**src/rtl/vga_stream_if.sv**
```systemverilog
// Avalon-ST RGB pixel stream bundle feeding the VGA output stage.
interface vga_stream_if #(
  parameter int COLOR_BITS = 8
);
  logic [3*COLOR_BITS-1:0] in_data;
  logic                    in_startofpacket;
  logic                    in_endofpacket;
  logic                    in_valid;
  logic                    in_ready;

  modport master (
    output in_data, in_startofpacket, in_endofpacket, in_valid,
    input  in_ready
  );

  modport slave (
    input  in_data, in_startofpacket, in_endofpacket, in_valid,
    output in_ready
  );
endinterface

```
**src/rtl/vga_stream_out.sv**
```systemverilog
// vga_stream_out: parametrised VGA timing generator fed by an Avalon-ST
// RGB stream through a show-ahead FIFO. Each frame is locked to the
// stream's start-of-packet; underflow and misplaced SOPs drop lock and the
// block re-seeks the next SOP on its own.
// Optional feature macro: VGA_TEST_PATTERN_EN adds a test_pattern input that
// replaces a frame with 8 vertical colour bars.
module vga_stream_out #(
  parameter int H_ACTIVE   = 640,
  parameter int H_FP       = 16,
  parameter int H_SYNC     = 96,
  parameter int H_BP       = 48,
  parameter int V_ACTIVE   = 480,
  parameter int V_FP       = 10,
  parameter int V_SYNC     = 2,
  parameter int V_BP       = 33,
  parameter int COLOR_BITS = 8,
  parameter int SYNC_POL   = 0,
  parameter int FIFO_DEPTH = 16
) (
  input  logic                  clk_clk,
  input  logic                  reset_reset,
  vga_stream_if.slave           sink,
`ifdef VGA_TEST_PATTERN_EN
  input  logic                  test_pattern,
`endif
  output logic                  vga_HS,
  output logic                  vga_VS,
  output logic                  vga_BLANK,
  output logic                  vga_SYNC,
  output logic [COLOR_BITS-1:0] vga_R,
  output logic [COLOR_BITS-1:0] vga_G,
  output logic [COLOR_BITS-1:0] vga_B,
  output logic                  frame_start,
  output logic                  frame_error
);
  localparam int H_TOTAL = H_ACTIVE + H_FP + H_SYNC + H_BP;
  localparam int V_TOTAL = V_ACTIVE + V_FP + V_SYNC + V_BP;
  localparam int HW      = $clog2(H_TOTAL);
  localparam int VW      = $clog2(V_TOTAL);
  localparam int DW      = 3 * COLOR_BITS;
  localparam int AW      = $clog2(FIFO_DEPTH);
  localparam int CW      = AW + 1;

  localparam logic [HW-1:0] H_LAST = HW'(H_TOTAL - 1);
  localparam logic [HW-1:0] H_ACT  = HW'(H_ACTIVE);
  localparam logic [HW-1:0] HS_BEG = HW'(H_ACTIVE + H_FP);
  localparam logic [HW-1:0] HS_END = HW'(H_ACTIVE + H_FP + H_SYNC);
  localparam logic [VW-1:0] V_LAST = VW'(V_TOTAL - 1);
  localparam logic [VW-1:0] V_ACT  = VW'(V_ACTIVE);
  localparam logic [VW-1:0] VS_BEG = VW'(V_ACTIVE + V_FP);
  localparam logic [VW-1:0] VS_END = VW'(V_ACTIVE + V_FP + V_SYNC);
  localparam logic [CW-1:0] DEPTH  = CW'(FIFO_DEPTH);
  localparam logic          SP     = (SYNC_POL != 0);

  typedef enum logic {SEEK, LOCKED} state_t;

  logic [HW-1:0] h_cnt;
  logic [VW-1:0] v_cnt;
  logic          active, at00, hs_win, vs_win;

  logic [DW:0]   mem [FIFO_DEPTH];
  logic [AW-1:0] wr_ptr, rd_ptr;
  logic [CW-1:0] count, count_nxt;
  logic          ready_r, push, pop;
  logic          head_vld, head_sop;
  logic [DW-1:0] head_data;

  state_t        state, state_nxt;
  logic          show, err, fs_c, tp_now;

  logic [DW-1:0] rgb_r;

  // eop carries no meaning for this sink
  logic unused_eop;
  assign unused_eop = sink.in_endofpacket;

  assign active = (h_cnt < H_ACT) && (v_cnt < V_ACT);
  assign at00   = (h_cnt == '0) && (v_cnt == '0);
  assign hs_win = (h_cnt >= HS_BEG) && (h_cnt < HS_END);
  assign vs_win = (v_cnt >= VS_BEG) && (v_cnt < VS_END);

  // Raster counters: h wraps each line, v advances on the h wrap.
  always_ff @(posedge clk_clk) begin
    if (reset_reset) begin
      h_cnt <= '0;
      v_cnt <= '0;
    end else if (h_cnt == H_LAST) begin
      h_cnt <= '0;
      v_cnt <= (v_cnt == V_LAST) ? '0 : v_cnt + 1'b1;
    end else begin
      h_cnt <= h_cnt + 1'b1;
    end
  end

  // Show-ahead FIFO: the head is only valid once an entry is stored, so a
  // same-cycle push into an empty FIFO is never popped.
  assign head_vld              = (count != '0);
  assign {head_sop, head_data} = mem[rd_ptr];
  assign push                  = sink.in_valid && ready_r;
  assign sink.in_ready         = ready_r;

  // Occupancy after this cycle's push/pop.
  always_comb begin
    count_nxt = count;
    case ({push, pop})
      2'b10:   count_nxt = count + 1'b1;
      2'b01:   count_nxt = count - 1'b1;
      default: count_nxt = count;
    endcase
  end

  // FIFO pointers and registered ready (low in reset, then !full).
  always_ff @(posedge clk_clk) begin
    if (reset_reset) begin
      wr_ptr  <= '0;
      rd_ptr  <= '0;
      count   <= '0;
      ready_r <= 1'b0;
    end else begin
      if (push) wr_ptr <= wr_ptr + 1'b1;
      if (pop)  rd_ptr <= rd_ptr + 1'b1;
      count   <= count_nxt;
      ready_r <= (count_nxt != DEPTH);
    end
  end

  // FIFO storage: pixel plus its SOP flag.
  always_ff @(posedge clk_clk) begin
    if (push) mem[wr_ptr] <= {sink.in_startofpacket, sink.in_data};
  end

`ifdef VGA_TEST_PATTERN_EN
  logic          tp_frame;
  logic [HW+2:0] bar_idx;
  localparam int BW = HW + 3;

  // The test_pattern choice made at (0,0) holds for the whole frame.
  always_ff @(posedge clk_clk) begin
    if (reset_reset)  tp_frame <= 1'b0;
    else if (at00)    tp_frame <= test_pattern;
  end

  assign tp_now  = at00 ? test_pattern : tp_frame;
  assign bar_idx = {h_cnt, 3'b000} / BW'(H_ACTIVE);
`else
  assign tp_now = 1'b0;
`endif

  // Lock state register.
  always_ff @(posedge clk_clk) begin
    if (reset_reset) state <= SEEK;
    else             state <= state_nxt;
  end

  // Lock FSM: SEEK drains non-SOP entries and waits for SOP at (0,0);
  // LOCKED pops one entry per active position and drops lock on any
  // underflow or SOP/position disagreement. Test-pattern frames freeze it.
  always_comb begin
    state_nxt = state;
    pop       = 1'b0;
    show      = 1'b0;
    err       = 1'b0;
    fs_c      = 1'b0;
    if (!tp_now) begin
      case (state)
        SEEK: begin
          if (head_vld) begin
            if (!head_sop) begin
              pop = 1'b1;
            end else if (at00) begin
              pop       = 1'b1;
              show      = 1'b1;
              fs_c      = 1'b1;
              state_nxt = LOCKED;
            end
          end
        end
        LOCKED: begin
          if (active) begin
            if (!head_vld || (head_sop != at00)) begin
              err       = 1'b1;
              state_nxt = SEEK;
            end else begin
              pop  = 1'b1;
              show = 1'b1;
              fs_c = at00;
            end
          end
        end
        default: state_nxt = SEEK;
      endcase
    end
  end

  // Registered video outputs, all aligned one cycle behind the counters.
  always_ff @(posedge clk_clk) begin
    if (reset_reset) begin
      vga_HS      <= !SP;
      vga_VS      <= !SP;
      vga_BLANK   <= 1'b0;
      rgb_r       <= '0;
      frame_start <= 1'b0;
      frame_error <= 1'b0;
    end else begin
      vga_HS      <= hs_win ? SP : !SP;
      vga_VS      <= vs_win ? SP : !SP;
      vga_BLANK   <= active;
      frame_start <= fs_c;
      frame_error <= err;
`ifdef VGA_TEST_PATTERN_EN
      if (tp_now && active)
        rgb_r <= {{COLOR_BITS{bar_idx[2]}}, {COLOR_BITS{bar_idx[1]}},
                  {COLOR_BITS{bar_idx[0]}}};
      else
        rgb_r <= show ? head_data : '0;
`else
      rgb_r <= show ? head_data : '0;
`endif
    end
  end

  assign vga_SYNC = 1'b0;
  assign vga_R    = rgb_r[DW-1 -: COLOR_BITS];
  assign vga_G    = rgb_r[2*COLOR_BITS-1 -: COLOR_BITS];
  assign vga_B    = rgb_r[COLOR_BITS-1:0];
endmodule
```
**src/flat_wrapper.sv**
```systemverilog
// flat-port wrapper written by rule: the top's interface ports become plain ports
module vga_stream_out_flat 
#(
  parameter int H_ACTIVE   = 640,
  parameter int H_FP       = 16,
  parameter int H_SYNC     = 96,
  parameter int H_BP       = 48,
  parameter int V_ACTIVE   = 480,
  parameter int V_FP       = 10,
  parameter int V_SYNC     = 2,
  parameter int V_BP       = 33,
  parameter int COLOR_BITS = 8,
  parameter int SYNC_POL   = 0,
  parameter int FIFO_DEPTH = 16
)
  (clk_clk, reset_reset, vga_HS, vga_VS, vga_BLANK, vga_SYNC, vga_R, vga_G, vga_B, frame_start, frame_error, sink_in_data, sink_in_startofpacket, sink_in_endofpacket, sink_in_valid, sink_in_ready);
  vga_stream_if #(.COLOR_BITS(COLOR_BITS)) sink_i ();
  input  logic clk_clk;
  input  logic reset_reset;
  output logic vga_HS;
  output logic vga_VS;
  output logic vga_BLANK;
  output logic vga_SYNC;
  output logic [COLOR_BITS-1:0] vga_R;
  output logic [COLOR_BITS-1:0] vga_G;
  output logic [COLOR_BITS-1:0] vga_B;
  output logic frame_start;
  output logic frame_error;
  input wire logic [$bits(sink_i.in_data)-1:0] sink_in_data;
  input wire logic [$bits(sink_i.in_startofpacket)-1:0] sink_in_startofpacket;
  input wire logic [$bits(sink_i.in_endofpacket)-1:0] sink_in_endofpacket;
  input wire logic [$bits(sink_i.in_valid)-1:0] sink_in_valid;
  output wire logic [$bits(sink_i.in_ready)-1:0] sink_in_ready;
  assign sink_i.in_data = sink_in_data;
  assign sink_i.in_startofpacket = sink_in_startofpacket;
  assign sink_i.in_endofpacket = sink_in_endofpacket;
  assign sink_i.in_valid = sink_in_valid;
  assign sink_in_ready = sink_i.in_ready;
  vga_stream_out #(.H_ACTIVE(H_ACTIVE), .H_FP(H_FP), .H_SYNC(H_SYNC), .H_BP(H_BP), .V_ACTIVE(V_ACTIVE), .V_FP(V_FP), .V_SYNC(V_SYNC), .V_BP(V_BP), .COLOR_BITS(COLOR_BITS), .SYNC_POL(SYNC_POL), .FIFO_DEPTH(FIFO_DEPTH)) u_core (.clk_clk(clk_clk), .reset_reset(reset_reset), .sink(sink_i), .vga_HS(vga_HS), .vga_VS(vga_VS), .vga_BLANK(vga_BLANK), .vga_SYNC(vga_SYNC), .vga_R(vga_R), .vga_G(vga_G), .vga_B(vga_B), .frame_start(frame_start), .frame_error(frame_error));
endmodule
```
**config.mk**
```make
export PLATFORM = sky130hd
export DESIGN_NAME = vga_stream_out_flat
export DESIGN_NICKNAME = d
export VERILOG_FILES = /design/src/rtl/vga_stream_if.sv /design/src/rtl/vga_stream_out.sv /design/src/flat_wrapper.sv
export SDC_FILE = /design/constraint.sdc
export NUM_CORES = 1
export LEC_CHECK = 0
export ABC_AREA = 1
export CAP_MARGIN = 20
export CORE_ASPECT_RATIO = 0.9
export CORE_MARGIN = 2
export CORE_UTILIZATION = 37
export CTS_CLUSTER_DIAMETER = 30
export CTS_CLUSTER_SIZE = 14
export DETAILED_ROUTE_END_ITERATION = 10
export PLACE_DENSITY = 0.57
export SLEW_MARGIN = 15
export SYNTH_ARGS = -nofsm -noshare
export SYNTH_HDL_FRONTEND = slang
export SYNTH_SLANG_ARGS = --single-unit
```
**constraint.sdc**
```tcl
create_clock -name clk_clk -period 9.2 [get_ports clk_clk]
set_input_delay 1.84 -clock clk_clk [delete_from_list [all_inputs] [get_ports clk_clk]]
set_output_delay 1.84 -clock clk_clk [all_outputs]
set_load 0.03 [all_outputs]
```
After elaboration in Yosys (flattened, before gate mapping)
Memories as Yosys holds them, arrays and structs flattened. A register that Yosys moved wholly into a read port is not among the register bits.
Cells that the tools add are included.
Cells by class
  bitwise logic cells: 3
  order comparisons: 6
  muxes and demuxes: 23
  reduce and logical (&&, ||, !) cells: 13
  equal/unequal tests: 6
  add/subtract/negate cells: 6
Operators by type and width (count)
  $add A10 B1 Y10 const B: 2
  $eq A10 B10 Y1 const B: 2
  $logic_not A10 Y1: 2
  $lt A10 B10 Y1 const B: 2
  $lt A10 B9 Y1 const B: 2
  $mux W1: 15
  $ge A10 B10 Y1 const B: 1
  $ge A10 B9 Y1 const B: 1
  $mux W10: 1
  $pmux W5 S2: 1
  $add A4 B1 Y4 const B: 2
  $mux W4: 2
  $pmux W1 S2: 4
  $add A5 B1 Y5 const B: 1
  $logic_and A1 B1 Y1: 5
  $ne A5 B5 Y1 const B: 1
  $reduce_bool A5 Y1: 1
  $sub A5 B1 Y5 const B: 1
  $reduce_or A2 Y1: 2
  $not A1 Y1: 3
  $reduce_or A3 Y1: 1
  $eq A2 B1 Y1 const B: 1
  $eq A2 B2 Y1 const B: 1
  $logic_not A1 Y1: 1
  other kinds (2): 2
Word-level totals
  register bits: 64
  word-level logic and storage cells: 71
  memories: 1
  memory bits (writable): 400
Memories
  u_core.mem: words 16, width 25, rd ports 1, clocked after memory_dff 1, write ports 1, RTL line vga_stream_out.sv:61  | logic [DW:0] mem [FIFO_DEPTH];

Logic depth before layout (Yosys ltp)
  word-level depth: 10
  gate-level depth with buffers: 30
  mapped depth without buffers: 29

Worst setup path after synthesis
OpenSTA, ideal clock, no wires.
  path kind: input port to flip-flop
  from: input sink_in_valid
  to: memory u_core.mem[11][0] (netlist name), enable pin
  arrival time: 3.305 ns
  stages: 4
  path slack: 5.488 ns
  cells stage by stage: nand2_1 > inv_1 > nand3_1 > nor2_1
Between the ends
  longest elaborated chain between the ends: 3
Ends and longest elaborated chain
  start: declaration: RTL line flat_wrapper.sv:32  | input wire logic [$bits(sink_i.in_valid)-1:0] sink_in_valid;
  $logic_and A1 B1 Y1: RTL line vga_stream_out.sv:99  | assign push = sink.in_valid && ready_r;
  $mux W1: RTL line vga_stream_out.sv:129  | if (push) mem[wr_ptr] <= {sink.in_startofpacket, sink.in_data};
  $mux W1 (not written as such): RTL line vga_stream_out.sv:129
  end: declaration: RTL line vga_stream_out.sv:61
Every way passes these cells.

==> reports/qor.csv <==
metric,value,unit
Worst EP required,9.66,ns
Residual DRC,0,
detailed-route via count,12200,
number of synthesized flops with an enable pin,400,
# resized after CTS,0,
Synth area leader,edfxtp_1,
clk buf depth,3,
Final Cycle Share,56.0,%
#FFs+latches synth,468,
root buf cell,clkbuf_16,
via/cell ratio,5.08,
ratio of cells with drive above 1 in the final layout,13.4,%
Critical path buffers and inverters,5,
Setup TNS,0,ns
row count,77,
post-synth top area share,64.6,%
I/O Buffers,57,
Final min period,5.15,ns
die width,240,um
die area,52100,um2
Flop pwr share,34.7,%
drt pass-1 iters,7,
worst rel slew slack,22.9,%
First DRT Iteration DRCs,1039,
Crit Path Class,reg2reg,
Critical Path Max Stage Delay,0.98,ns
Post-Synthesis Net Count,1610,
final hold vios,0,
fraction of registers with async set/reset,0,%
sequential element share of the synthesized area,71.9,%
"Max FO, Critical Path",67,
largest net degree at the start of global routing,103,
synthesized area,18600,um2
"Distinct cells, synth",40,
PD cells,307,nW/um2
GR Util All Layers,17.3,%
area grow syn2layout,24.1,%
Sw Ratio,29.9,%
Avg Inst Size Synth,11.9,um2
final count of pins violating max slew,0,
Placement Cell Area,19800,um2
I/O pin count,60,
TritonCTS clock tree,built,
vias in the first global route,12000,
Core ar.,49400,um2
slew of the pin with the lowest slew margin,1.15,ns
"most common cell after layout, fill and taps aside",edfxtp_1,
outcome,finished clean,
post-route cell area,23100,um2
Critical Path Sink Type,flop,
P_int,0.00497,W
Num CTS Buffers,90,
FMAX,194,MHz
Slowest cell on crit path,dfxtp_2,
average routed wire per standard cell,18.7,um
sw power,0.00212,W
HP Class,reg2reg,
Synth Instances,1567,
Main synth FF type,edfxtp_1,
DP HPWL,21700,um
# setup viols final,0,
post-route ant nets,0,
worst-path cell chain,inv_2 -> buf_4 -> o21ai_0 -> o22ai_1 -> o211ai_1 -> nand2_1 -> ha_1 -> nand2_1 -> inv_1 -> nand2_1 -> nand2_2 -> nand2_2 -> inv_2 -> ha_1 -> inv_1 -> nand2_1 -> nand2_1 -> ha_1 -> o21ai_0 -> nand2_1 -> nor2_1 -> nand3_1 -> nor2_1 -> nor2_1,
"commonest cells after routing, fill and taps aside","edfxtp_1, nand2_1, nor2_1",
Diodes inserted,0,
Final Skew,0.0227,ns
leak pwr,8.00,nW
Max-cap violations,0,
Ys Warns,0,
RSZ-0062 raised after global routing,false,
Logic pwr share,18.9,%
first-pass GRT wire length,68400,um
clock sink count,468,
gpl congestion,0.808,
Clock Power Share,46.4,%
Setup crit start kind,flop,
Die Ht,217,um
Starting Density,37.6,%
crit-path most repeated cell,nand2_1,
Worst VDD drop,0.196,mV
post-CTS setup buffers,0,
"top cells by area, synth","edfxtp_1, dfxtp_1, o21ai_0",
Routed WL,44800,um
Post-CTS Hold Buffers,0,
"Clk pin slew, worst setup/hold paths",0.06,ns
fillers,4406,
Layout Nets,1688,
crit path DAT,5.61,ns
GRT overflow,0,
"Clk Latency, worst-skew pair",0.61,ns
H-tree level count,3,
initial antenna violation count,0,
CP top delay family,buffers and inverters,
-- flip-flops by register name, summed over array words and instances (netlist names), named ones only --
name	flops
u_core.sink.in_ready	1
u_core.v_cnt	10
u_core.vga_HS	1
u_core.frame_start	1
u_core.wr_ptr	4
u_core.frame_error	1
u_core.mem	400
u_core.state	1
u_core.count	5
u_core.rgb_r	24
u_core.vga_VS	1
u_core.vga_BLANK	1
u_core.rd_ptr	4
u_core.h_cnt	10
-- cells by family after synthesis --
kind of cell             count (synthesis)  synth area share, %
AO/OA/AOI/OAI                          360                 10.9
XOR/XNOR                                 7                0.330
adder cells (fa/ha/maj)                 14                0.942
buffers and inverters                  141                 3.54
flip-flops                             468                 71.9
other                                    1               0.0202
AND/OR/NAND/NOR                        576                 12.4
-- worst paths after layout --
check                                startpoint                    to  slack (ns)  cells past startpoint
worst max-delay path                       flop  u_core.sink.in_ready        4.05                     24
worst min-delay path            u_core.h_cnt[0]       u_core.h_cnt[0]        0.46                      1
worst max register to register             flop  u_core.sink.in_ready        4.05                     24
worst min register to register  u_core.h_cnt[0]       u_core.h_cnt[0]        0.46                      1
-- final cells by class --
cell class / instances / area (um2) / area share, %
Tap cell: 671 / 840 / 3.64
Clock buffer: 105 / 2370 / 10.3
Clock inverter: 63 / 738 / 3.20
Inverter: 53 / 205 / 0.889
Timing Repair Buffer: 74 / 856 / 3.71
Sequential cell: 468 / 13400 / 58.0
Multi-Input combinational cell: 958 / 4690 / 20.3
-- metrics by stage --
step | hold slack [ns] | power (W) | utilization, % | setup WS, ns | instances
after detailed placement | 0.453 | 0.00384 | 40.1 | 4.04 | 2217
after global placement | 0.442 | 0.00382 | 40.0 | 4.08 | 2215
final | 0.461 | 0.00709 | 46.7 | 4.05 | 2392
after CTS | 0.467 | 0.00714 | 46.3 | 3.98 | 2385
after floorplan | 0.426 | 0.00349 | - | 5.49 | 1567
after global routing | 0.494 | 0.00742 | 46.7 | 3.52 | 2392
-- synth_stat cells (2+ instances only) --
library cell and instances:
a21oi_1 25, a21oi_2 20, a31oi_1 2, buf_1 8, buf_2 22, buf_4 14
buf_6 6, clkbuf_1 37, dfxtp_1 68, edfxtp_1 400, ha_1 14, inv_1 45
inv_2 5, nand2_1 267, nand2_2 3, nand2_4 2, nand3_1 31, nand3b_1 2
nand4_1 9, nor2_1 244, nor3_1 8, nor3b_1 2, nor4_1 3, o211ai_1 2
o21ai_0 209, o221ai_1 3, o22ai_1 98, xnor2_1 2, xor2_1 5
-- power by group through the flow --
| stage | sequential, W | combinational (W) | clock, W |
|---|---|---|---|
| floorplan | 0.00252 | 0.000970 | 0 |
| global placement | 0.00250 | 0.00131 | 0 |
| detailed placement | 0.00250 | 0.00134 | 0 |
| CTS | 0.00246 | 0.00134 | 0.00333 |
| global route | 0.00247 | 0.00151 | 0.00344 |
| finish | 0.00246 | 0.00134 | 0.00329 |
-- layer usage --
metal / routed length [um] / vias up / GRT usage (%) / share of wire [%]
met3: 2820 / 76 / 3.76 / 6.3
met1: 20300 / 5915 / 23.7 / 45
met2: 20700 / 372 / 27.2 / 46
met5: 0 / - / 0 / 0
li1: - / 5795 / - / -
met4: 920 / 0 / 5.69 / 2.1
No activity file was read; power rests on OpenSTA's default activity.
